[config.mk]
export PLATFORM = sky130hd
export DESIGN_NAME = miner_nonce_sched
export DESIGN_NICKNAME = d
export VERILOG_FILES = /design/src/rtl/miner_pkg.sv /design/src/rtl/miner_nonce_ctr.sv /design/src/rtl/miner_nonce_sched.sv
export SDC_FILE = /design/constraint.sdc
export NUM_CORES = 1
export LEC_CHECK = 0
export ABC_AREA = 1
export BUFFER_PORTS_ARGS = -buffer_cell sky130_fd_sc_hd__buf_2
export CAP_MARGIN = 20
export CORE_AREA = 2 2 508 510
export CTS_BUF_LIST = sky130_fd_sc_hd__clkbuf_8
export CTS_CLUSTER_SIZE = 30
export DETAILED_ROUTE_END_ITERATION = 6
export DIE_AREA = 0 0 510 512
export HOLD_SLACK_MARGIN = 0.15
export PLACE_DENSITY = 0.35
export SLEW_MARGIN = 0
export SYNTH_ARGS = -nofsm -noshare
export SYNTH_HDL_FRONTEND = slang
export SYNTH_SLANG_ARGS = --single-unit
[constraint.sdc]
create_clock -name clk -period 2.9 [get_ports clk]
set_clock_uncertainty 0.15 [all_clocks]
set_input_delay 0.29 -clock clk [delete_from_list [all_inputs] [get_ports clk]]
set_output_delay 0.29 -clock clk [all_outputs]
set_load 0.01 [all_outputs]
[src/rtl/miner_pkg.sv]
// Shared widths and FSM state encoding for the nonce scheduler.
package miner_pkg;

    localparam int NONCE_W = 32;
    localparam int BLOCK_W = 512;
    localparam int TAIL_W  = 96;

    typedef enum logic [1:0] {
        ST_IDLE = 2'd0,
        ST_RUN  = 2'd1,
        ST_DONE = 2'd2
    } miner_state_e;

endpackage

[src/rtl/miner_nonce_ctr.sv]
// Nonce counter with inclusive-end final detection.
// The end check uses modular distance, so ranges that wrap past 2^32 work.
module miner_nonce_ctr
    import miner_pkg::*;
#(
    parameter int unsigned STEP = 1
) (
    input  logic               clk,
    input  logic               rst_n,
    input  logic               load,
    input  logic [NONCE_W-1:0] start_nonce,
    input  logic [NONCE_W-1:0] end_nonce,
    input  logic               advance,
    output logic [NONCE_W-1:0] nonce,
    output logic               is_final
);

    localparam logic [NONCE_W-1:0] STEP_W = NONCE_W'(STEP);

    logic [NONCE_W-1:0] nonce_q, nonce_d;
    logic [NONCE_W-1:0] end_q, end_d;

    // Next nonce / end: load wins over advance; otherwise hold.
    always_comb begin
        nonce_d = nonce_q;
        end_d   = end_q;
        if (load) begin
            nonce_d = start_nonce;
            end_d   = end_nonce;
        end else if (advance) begin
            nonce_d = nonce_q + STEP_W;
        end
    end

    // Counter registers.
    always_ff @(posedge clk or negedge rst_n) begin
        if (!rst_n) begin
            nonce_q <= '0;
            end_q   <= '0;
        end else begin
            nonce_q <= nonce_d;
            end_q   <= end_d;
        end
    end

    assign nonce    = nonce_q;
    assign is_final = ((end_q - nonce_q) < STEP_W);

endmodule

[src/rtl/miner_nonce_sched.sv]
// Nonce scheduler: accepts a mining job, fixes the header words and issues
// nonces downstream over a valid/ready link until the range is exhausted.
// Optional macro MINER_NONCE_STRIDE_EN: step = NONCE_STRIDE instead of 1.
// Handshake: a nonce transfers on any rising edge where nonce_valid and
// nonce_ready are both high; nonce/block1_fixed/tail_fixed hold otherwise.
module miner_nonce_sched
    import miner_pkg::*;
#(
    parameter int unsigned NONCE_STRIDE = 1
) (
    input  logic               clk,
    input  logic               rst_n,
    input  logic               job_valid,
    output logic               job_ready,
    input  logic [BLOCK_W-1:0] job_block1,
    input  logic [TAIL_W-1:0]  job_tail,
    input  logic [NONCE_W-1:0] job_nonce_start,
    input  logic [NONCE_W-1:0] job_nonce_end,
    input  logic               abort,
    output logic [BLOCK_W-1:0] block1_fixed,
    output logic [TAIL_W-1:0]  tail_fixed,
    output logic [NONCE_W-1:0] nonce,
    output logic               nonce_valid,
    input  logic               nonce_ready,
    output logic               busy,
    output logic               done,
    output logic [1:0]         state_dbg
);

`ifdef MINER_NONCE_STRIDE_EN
    localparam int unsigned STEP = NONCE_STRIDE;
`else
    // Stride parameter is accepted but the step is fixed at one.
    localparam int unsigned STEP = (NONCE_STRIDE > 0) ? 1 : 1;
`endif

    miner_state_e       state_q, state_d;
    logic [BLOCK_W-1:0] block1_q, block1_d;
    logic [TAIL_W-1:0]  tail_q, tail_d;
    logic               load, advance, is_final;

    // Next-state logic; abort beats a coinciding transfer so no further nonce starts.
    always_comb begin
        state_d = state_q;
        load    = 1'b0;
        advance = 1'b0;
        case (state_q)
            ST_IDLE: begin
                if (job_valid) begin
                    load    = 1'b1;
                    state_d = ST_RUN;
                end
            end
            ST_RUN: begin
                if (abort) begin
                    state_d = ST_IDLE;
                end else if (nonce_ready) begin
                    if (is_final) state_d = ST_DONE;
                    else          advance = 1'b1;
                end
            end
            ST_DONE: state_d = ST_IDLE;
            default: state_d = ST_IDLE;
        endcase
    end

    // Header copies only change when a job is accepted.
    always_comb begin
        block1_d = load ? job_block1 : block1_q;
        tail_d   = load ? job_tail   : tail_q;
    end

    // State and header registers.
    always_ff @(posedge clk or negedge rst_n) begin
        if (!rst_n) begin
            state_q  <= ST_IDLE;
            block1_q <= '0;
            tail_q   <= '0;
        end else begin
            state_q  <= state_d;
            block1_q <= block1_d;
            tail_q   <= tail_d;
        end
    end

    miner_nonce_ctr #(
        .STEP(STEP)
    ) u_ctr (
        .clk        (clk),
        .rst_n      (rst_n),
        .load       (load),
        .start_nonce(job_nonce_start),
        .end_nonce  (job_nonce_end),
        .advance    (advance),
        .nonce      (nonce),
        .is_final   (is_final)
    );

    assign job_ready    = (state_q == ST_IDLE);
    assign nonce_valid  = (state_q == ST_RUN);
    assign busy         = (state_q == ST_RUN);
    assign done         = (state_q == ST_DONE);
    assign block1_fixed = block1_q;
    assign tail_fixed   = tail_q;
    assign state_dbg    = state_q;

endmodule
==> summary.txt, run 1 <==
Clock network
  – Total CTS buffers: 142
  – Clk slew on worst S/H paths: 0.06 ns
  – Longest Clk Path Bufs: 3
  – Clock Latency Late Sink: 0.86 ns
  – CTS tree: done
  – Clk Tree Root Cell: clkbuf_8
  – CTS sink count: 674
  – H-tree levels: 4

STA
  – Setup WS post-layout: -0.08332 ns
  – Max-slew violation count: 0
  – Crit share post-route: 102.9%
  – RSZ-0062 raised after global routing: yes
  – Slew headroom: 42.48%
  – Final hold violations: 0
  – Final setup fails: 32
  – Hold Worst Slack: 0.2713 ns
  – Worst-margin pin slew: 0.8628 ns
  – F_max: 335.2 MHz
  – Tmin final: 2.983 ns
  – Setup_tns: -1.832 ns

Critical path
  – FF-to-FF Start: u_ctr.nonce[18]$_DFFE_PN0P_
  – Crit path buffers/inverters: 3
  – CP required: 3.45 ns
  – Worst path slowest cell: ha_2
  – CP arrival: 3.54 ns
  – Top Family by Delay on Critical Path: simple AND/OR/NAND/NOR gates
  – Register-to-Register Setup Slack: -0.08 ns
  – CP endpoint kind: flip-flop
  – Reg2reg end: u_ctr.nonce[0]$_DFFE_PN0P_
  – Critical Path Start Type: flip-flop
  – Slowest cell delay on critical path: 0.40 ns
  – Worst-path cell chain: inv_1 -> ha_2 -> nand4_1 -> buf_4 -> a21oi_1 -> nor2_2 -> nand3_1 -> nand2_1 -> a21oi_1 -> nand3_1 -> nor2_2 -> nand2_2 -> nand2_4 -> nand2_8 -> buf_12 -> nand2_2 -> nand2_1
  – CP Max Fanout: 6
  – Kind of critical path: reg -> reg
  – Reg2Reg Depth: 17

Yosys
  – Gate Count Post-Synth: 3608
  – Syn nets: 4318
  – Ys Warns: 0
  – Yosys cell types: 34
  – Post-synthesis sequential area ratio: 58.62%
  – #FFs+latches synth: 674
  – Synth top area cells: dfrtp_1 59%, nand2_1 30%, clkbuf_1 2.0%
  – Cell area after technology mapping: 28770 um^2
  – Top-area cell type share of the netlist area: 58.62%
  – Mean Syn Cell Area: 7.974 um^2
  – Post-synth top area cell: dfrtp_1

Cells and area
  – Fraction of layout cells with a size suffix above 1: 27.47%
  – Nets: 7419
  – Area Overhead vs Synth: 109.6%

Floorplan
  – Die width: 510 um
  – Row cnt: 186
  – Die height: 512 um
  – I/O pins: 1323
  – Core ar.: 255800 um^2
  – Full die area: 261100 um^2
  – Initial Util: 11.25%

Power and ir drop
  – Final Power: 39.06 mW
  – Cell leakage power: 30.87 nW
  – Peak VDD IR: 0.0003460 V
  – Power per cell area: 647.6 nW/um^2

GRT
  – Initial antenna violation count: 68
  – Met1 global-route usage: 17.20%
  – Total gr overflow: 0
  – Largest net degree at the start of global routing: 139
  – Global-route wire length before repair: 268.1 mm
  – Tot GR Track Use: 13.98%
  – Vias in the first global route: 38380
  – Met3 GRT Util: 4.630%
  – Global route hottest layer: met2
  – Met2 GRT Util: 22.84%

Route
  – Post-route ant nets: 0
  – Vias per cell: 3.544
  – Residual DRC: 0
  – 1st-pass router iterations: 5
  – Starting DRT DRC Count: 2076
  – Vias: 36300
  – Per-cell routed wire length: 18.33 um
  – Final wirelength: 187.7 mm

Place
  – Port bufs: 1322
  – GPL Wtd Cong: 0.8822
  – Final HPWL DP: 141.8 mm

Run status
  – Failing checks: negative setup slack
  – Outcome: finished, violations left

Worst hold path
  – Worst Hold Path EP: block1_fixed[85]$_DFFE_PN0P_
  – Worst hold-check path type: in -> reg
  – Hold Crit Start: job_block1[85]
  – Hold depth: 4

Run
  – Max-Cap Viols: 0
==> power by group <==
group / internal (mW) / switching [mW] / total, mW
combinational: 6.60 / 8.69 / 15.3
sequential: 11.4 / 1.28 / 12.7
clock: 5.96 / 5.13 / 11.1
total: 24.0 / 15.1 / 39.1
==> worst min-delay path, cell delays in order <==
cell,delay [ns]
dlygate4sd3_1,0.60
buf_2,0.13
nand2_1,0.13
nand2_1,0.09
==> layer usage <==
layer,vias up,wire length [um]
met5,-,158
met4,26,5646
met3,299,15800
met2,1336,86260
met1,17440,79880
li1,17200,-
==> through the flow <==
step                      std cells  area (um^2)  worst slack (ns)  utilization [%]
after global placement         8357        40850           -0.3552            15.97
final                         10240        60310          -0.08332            23.58
after detailed placement       8357        40850           -0.2670            15.97
after CTS                     10200        59870           -0.1458            23.41
after global routing          10230        60280           -0.2684            23.57
after floorplan                3608        28770           0.06426                -
==> cell type report <==
| cell class | instances | area, um^2 |
|---|---|---|
| Fill cell | 28190 | 195500 |
| Timing Repair Buffer | 3117 | 24470 |
| Sequential cell | 674 | 16870 |
| Multi-Input combinational cell | 2634 | 11120 |
| Tap cell | 3384 | 4234 |
| Clock buffer | 178 | 2450 |
| Clock inverter | 76 | 536.8 |
| Inverter | 140 | 533.0 |
| Antenna cell | 41 | 102.6 |
==> cells by family (layout without fill, tap and decap cells) <==
family	count (synthesis)	count (layout)	share of synthesized area [%]
and+or+nand+nor	2518	2518	33.96
DFF	674	674	58.62
buffers and inverters	300	3511	4.088
AOI/OAI and AO/OA	56	56	1.052
adders and majority gates	33	33	1.461
xor gates and xnor gates	27	27	0.8219
other	0	41	0
==> flip-flops by register name (all words and copies together) (netlist names) <==
signal        cells
u_ctr.nonce      32
state_dbg         2
block1_fixed    512
tail_fixed       96
u_ctr.end_q      32
==> cells in the mapped netlist, drive strengths merged <==
cell	n
a21oi	26
a31oi	5
and2	2
buf	10
clkbuf	150
clkinv	2
dfrtp	674
fa	1
ha	32
inv	138
nand2	2299
nand3	85
nand3b	8
nand4	15
nor2	85
nor3	18
nor4	4
o21ai	23
o21bai	2
or2	2
xnor2	4
xor2	23
==> worst max path at each step <==
stage	start	to	slack (ns)	cells after the start
global route	u_ctr.nonce[18]$_DFFE_PN0P_	u_ctr.nonce[3]$_DFFE_PN0P_	-0.27	20
floorplan	u_ctr.nonce[0]$_DFFE_PN0P_	u_ctr.nonce[16]$_DFFE_PN0P_	0.06	19
finish	u_ctr.nonce[18]$_DFFE_PN0P_	u_ctr.nonce[0]$_DFFE_PN0P_	-0.08	17
detailed placement	u_ctr.end_q[0]$_DFFE_PN0P_	u_ctr.nonce[13]$_DFFE_PN0P_	-0.27	19
global placement	u_ctr.end_q[0]$_DFFE_PN0P_	u_ctr.nonce[17]$_DFFE_PN0P_	-0.36	22
CTS	u_ctr.nonce[0]$_DFFE_PN0P_	u_ctr.nonce[1]$_DFFE_PN0P_	-0.15	19
==> timing repair <==
item,in CTS,in global routing
pin swaps,10,20
setup endpoints to repair,33,127
buffers inserted,0,2
cloned,2,0
hold buffers,1588,0
resized for setup,22,93
endpoints found under the hold margin,1348,0
==> cells in the final DEF, fill, tap and decap left out, types with 10 or more instances in the layout <==
cell type	netlist	final
a21oi_1	23	15
a21oi_2	3	10
buf_12	0	26
buf_2	1	1321
buf_4	1	177
clkbuf_8	0	178
clkinv_2	0	11
dfrtp_1	674	674
diode_2	0	41
dlygate4sd3_1	0	1587
ha_1	32	12
ha_4	0	12
inv_1	129	167
inv_2	9	18
nand2_1	2293	2252
nand2_2	4	43
nand3_1	80	75
nand3_2	5	10
nand4_1	15	15
nor2_1	73	62
nor2_2	12	22
nor3_1	15	15
o21ai_0	23	20
xor2_1	23	23
Note: power is estimated with default switching activity, not from simulation.
==> run 2: changes to the inputs <==
--- a/config.mk
+++ b/config.mk
@@ -8,13 +8,13 @@
 export ABC_AREA = 1
 export BUFFER_PORTS_ARGS = -buffer_cell sky130_fd_sc_hd__buf_2
 export CAP_MARGIN = 20
-export CORE_AREA = 2 2 508 510
-export CTS_BUF_LIST = sky130_fd_sc_hd__clkbuf_8
+export CORE_AREA = 2 2 514 516
+export CTS_BUF_LIST = sky130_fd_sc_hd__clkbuf_16
 export CTS_CLUSTER_SIZE = 30
 export DETAILED_ROUTE_END_ITERATION = 6
-export DIE_AREA = 0 0 510 512
+export DIE_AREA = 0 0 516 518
 export HOLD_SLACK_MARGIN = 0.15
-export PLACE_DENSITY = 0.35
+export PLACE_DENSITY = 0.34
 export SLEW_MARGIN = 0
 export SYNTH_ARGS = -nofsm -noshare
 export SYNTH_HDL_FRONTEND = slang
==> summary.txt, run 2 (synthesis gave the netlist of run 1 again) <==
Run status
  – Outcome: finished, violations left (unchanged)
  – Failing checks: negative setup slack (unchanged)

STA
  – Tmin final: 2.986 ns (was 2.983 ns)
  – Max-slew violation count: 0 (unchanged)
  – Worst-margin pin slew: 0.6521 ns (was 0.8628 ns)
  – Final setup fails: 32 (unchanged)
  – Setup WS post-layout: -0.08608 ns (was -0.08332 ns)
  – Crit share post-route: 103.0% (was 102.9%)
  – F_max: 334.9 MHz (was 335.2 MHz)
  – RSZ-0062 raised after global routing: yes (unchanged)
  – Final hold violations: 0 (unchanged)
  – Slew headroom: 56.37% (was 42.48%)

Cells and area
  – Area occupied by multi-input gates: 11170 um^2 (was 11120 um^2)
  – Area Overhead vs Synth: 97.38% (was 109.6%)
  – Layout Utilization: 21.71% (was 23.58%)
  – Finished Cell Area: 56790 um^2 (was 60310 um^2)
  – # fillers: 29290 (was 28190)
  – Layout Cells excl Fill: 9920 (was 10240)
  – Register area: 16870 um^2 (unchanged)
  – Commonest cells after routing, fill and taps aside: 2246 x nand2_1, 1321 x buf_2, 1194 x dlygate4sd3_1, 674 x dfrtp_1, 217 x buf_4 (was 2252 x nand2_1, 1587 x dlygate4sd3_1, 1321 x buf_2, 674 x dfrtp_1, 178 x clkbuf_8)
  – Fraction of layout cells with a size suffix above 1: 28.76% (was 27.47%)
  – Max FFs per register: 512 (unchanged)
  – Leading cell type in the layout, fill and taps excluded: nand2_1 (unchanged)
  – Nets: 7023 (was 7419)

Floorplan
  – Initial Util: 11.00% (was 11.25%)
  – Row cnt: 188 (was 186)
  – Die height: 518 um (was 512 um)
  – Core ar.: 261600 um^2 (was 255800 um^2)
  – Full die area: 267300 um^2 (was 261100 um^2)
  – I/O pins: 1323 (unchanged)
  – Die width: 516 um (was 510 um)

Worst hold path
  – Hold Crit Start: job_block1[365] (was job_block1[85])
  – Hold depth: 4 (unchanged)
  – Worst hold-check path type: in -> reg (unchanged)
  – Worst Hold Path EP: block1_fixed[365]$_DFFE_PN0P_ (was block1_fixed[85]$_DFFE_PN0P_)

Power and ir drop
  – Cell leakage power: 29.64 nW (was 30.87 nW)
  – Final Power: 38.38 mW (was 39.06 mW)
  – Peak VDD IR: 0.0003888 V (was 0.0003460 V)
  – Power per cell area: 675.8 nW/um^2 (was 647.6 nW/um^2)

Critical path
  – CP required: 3.33 ns (was 3.45 ns)
  – CP arrival: 3.42 ns (was 3.54 ns)
  – Worst path slowest cell: dfrtp_1 (was ha_2)
  – Critical Path Start Type: flip-flop (unchanged)
  – Worst-path cell chain: inv_2 -> ha_4 -> inv_2 -> fa_2 -> or2_4 -> a21oi_2 -> nand2_1 -> nor2_2 -> nand3_2 -> nor2_2 -> nand2_1 -> nor2_1 -> nand3_2 -> nor2_4 -> nand2_2 -> nand2_4 -> nand2_8 -> buf_12 -> nand2_1 -> nand2_1 (was inv_1 -> ha_2 -> nand4_1 -> buf_4 -> a21oi_1 -> nor2_2 -> nand3_1 -> nand2_1 -> a21oi_1 -> nand3_1 -> nor2_2 -> nand2_2 -> nand2_4 -> nand2_8 -> buf_12 -> nand2_2 -> nand2_1)
  – Slowest cell delay on critical path: 0.38 ns (was 0.40 ns)
  – Reg2reg end: u_ctr.nonce[0]$_DFFE_PN0P_ (unchanged)
  – CP endpoint kind: flip-flop (unchanged)
  – Crit path from: u_ctr.end_q[0]$_DFFE_PN0P_ (was u_ctr.nonce[18]$_DFFE_PN0P_)
  – Reg2Reg Depth: 20 (was 17)
  – Most used cell, CP: nand2_1
  – CP Max Fanout: 7 (was 6)
  – FF-to-FF Start: u_ctr.end_q[0]$_DFFE_PN0P_ (was u_ctr.nonce[18]$_DFFE_PN0P_)
  – Register-to-Register Setup Slack: -0.09 ns (was -0.08 ns)
  – Kind of critical path: reg -> reg (unchanged)

Route
  – Vias per cell: 3.459 (was 3.544)
  – Final wirelength: 180.5 mm (was 187.7 mm)
  – Post-route ant nets: 0 (unchanged)
  – Starting DRT DRC Count: 1905 (was 2076)
  – 1st-pass router iterations: 5 (unchanged)
  – Residual DRC: 0 (unchanged)
  – Vias: 34320 (was 36300)
  – Per-cell routed wire length: 18.20 um (was 18.33 um)

Clock network
  – Longest Clk Path Bufs: 3 (unchanged)
  – CTS sink count: 674 (unchanged)
  – H-tree levels: 3 (was 4)
  – Clk slew on worst S/H paths: 0.06 ns (about the same)
  – Clk Tree Root Cell: clkbuf_16 (was clkbuf_8)
  – Total CTS buffers: 90 (was 142)
  – Clock Latency Late Sink: 0.71 ns (was 0.86 ns)
  – CTS tree: done (unchanged)

GRT
  – Global-route wire length before repair: 257.0 mm (was 268.1 mm)
  – Met2 GRT Util: 21.49% (was 22.84%)
  – Met3 GRT Util: 4.097% (was 4.630%)
  – Largest net degree at the start of global routing: 97 (was 139)
  – Initial antenna violation count: 43 (was 68)
  – Vias in the first global route: 36490 (was 38380)
  – Global route hottest layer: met2 (unchanged)
  – Tot GR Track Use: 13.06% (was 13.98%)
  – Met1 global-route usage: 16.24% (was 17.20%)
  – Total gr overflow: 0 (unchanged)

Place
  – # placed instances: 8529 (was 8357)
  – Port bufs: 1322 (unchanged)
  – Final HPWL DP: 139.8 mm (was 141.8 mm)
  – GPL Wtd Cong: 0.8706 (was 0.8822)
  – Cell area after placement: 41390 um^2 (was 40850 um^2)

Run
  – Max-Cap Viols: 0 (unchanged)
[run 2: changes by cell type in the layout (fill, tap and decap cells not counted), moves of 9 or more]
cell,change
diode_2,-17
buf_4,+40
clkbuf_8,-178
nand2_4,+9
inv_1,-18
dlygate4sd3_1,-393
clkinv_1,+17
clkbuf_16,+92
[run 2: worst max path at each step]
stage | to
after floorplan | u_ctr.nonce[16]$_DFFE_PN0P_
after global placement | u_ctr.nonce[4]$_DFFE_PN0P_
after detailed placement | u_ctr.nonce[0]$_DFFE_PN0P_
after CTS | u_ctr.nonce[0]$_DFFE_PN0P_
after global routing | u_ctr.nonce[9]$_DFFE_PN0P_
final | u_ctr.nonce[0]$_DFFE_PN0P_
[run 2: worst max-delay path: cells and delay by family, from the launching register on]
family                     cells  cell delay, ns
AOI/OAI and AO/OA              1            0.12
adders and majority gates      2            0.48
buffers and inverters          3            0.28
DFF                            1            0.38
and+or+nand+nor               14            1.46
[run 2: layout make-up]
class | count | share of cell area, %
Antenna cell | 24 | 0.1058
Tap cell | 3515 | 7.745
Timing Repair Buffer | 2773 | 36.99
Inverter | 140 | 0.9386
Clock buffer | 90 | 3.966
Clock inverter | 70 | 0.8923
Sequential cell | 674 | 29.70
Multi-Input combinational cell | 2634 | 19.66
[run 2: repair_timing]
| action | 4_1_cts | 5_1_grt |
|---|---|---|
| hold buffers | 1195 | 0 |
| gates resized for setup | 39 | 90 |
| setup buffers | 3 | 5 |
| endpoints found under the setup margin | 34 | 34 |
| endpoints found under the hold margin | 1329 | 0 |
| pin swaps | 5 | 15 |
| cloned | 3 | 2 |
[run 2: metal layers]
metal	up-vias	part of all wire, %
met2	1177	46
met5	-	0.096
met4	28	2.6
met3	224	8.3
met1	16500	43
li1	16390	-
[run 2: where the power goes]
part	leakage (nW)	switching, mW	internal [mW]
sequential	8.33	1.26	11.4
clock	1.44	4.86	6.00
combinational	19.9	8.58	6.28
[run 2: stage by stage]
stage	TNS [ns]	setup slack, ns	hold WS, ns
2_1_floorplan	0	0.06426	-0.1556
3_3_place_gp	-7.730	-0.2493	0.1701
3_5_place_dp	-7.965	-0.2865	0.1820
4_1_cts	-3.626	-0.1433	0.1505
5_1_grt	-8.832	-0.2975	0.2015
6_report	-1.801	-0.08608	0.2495
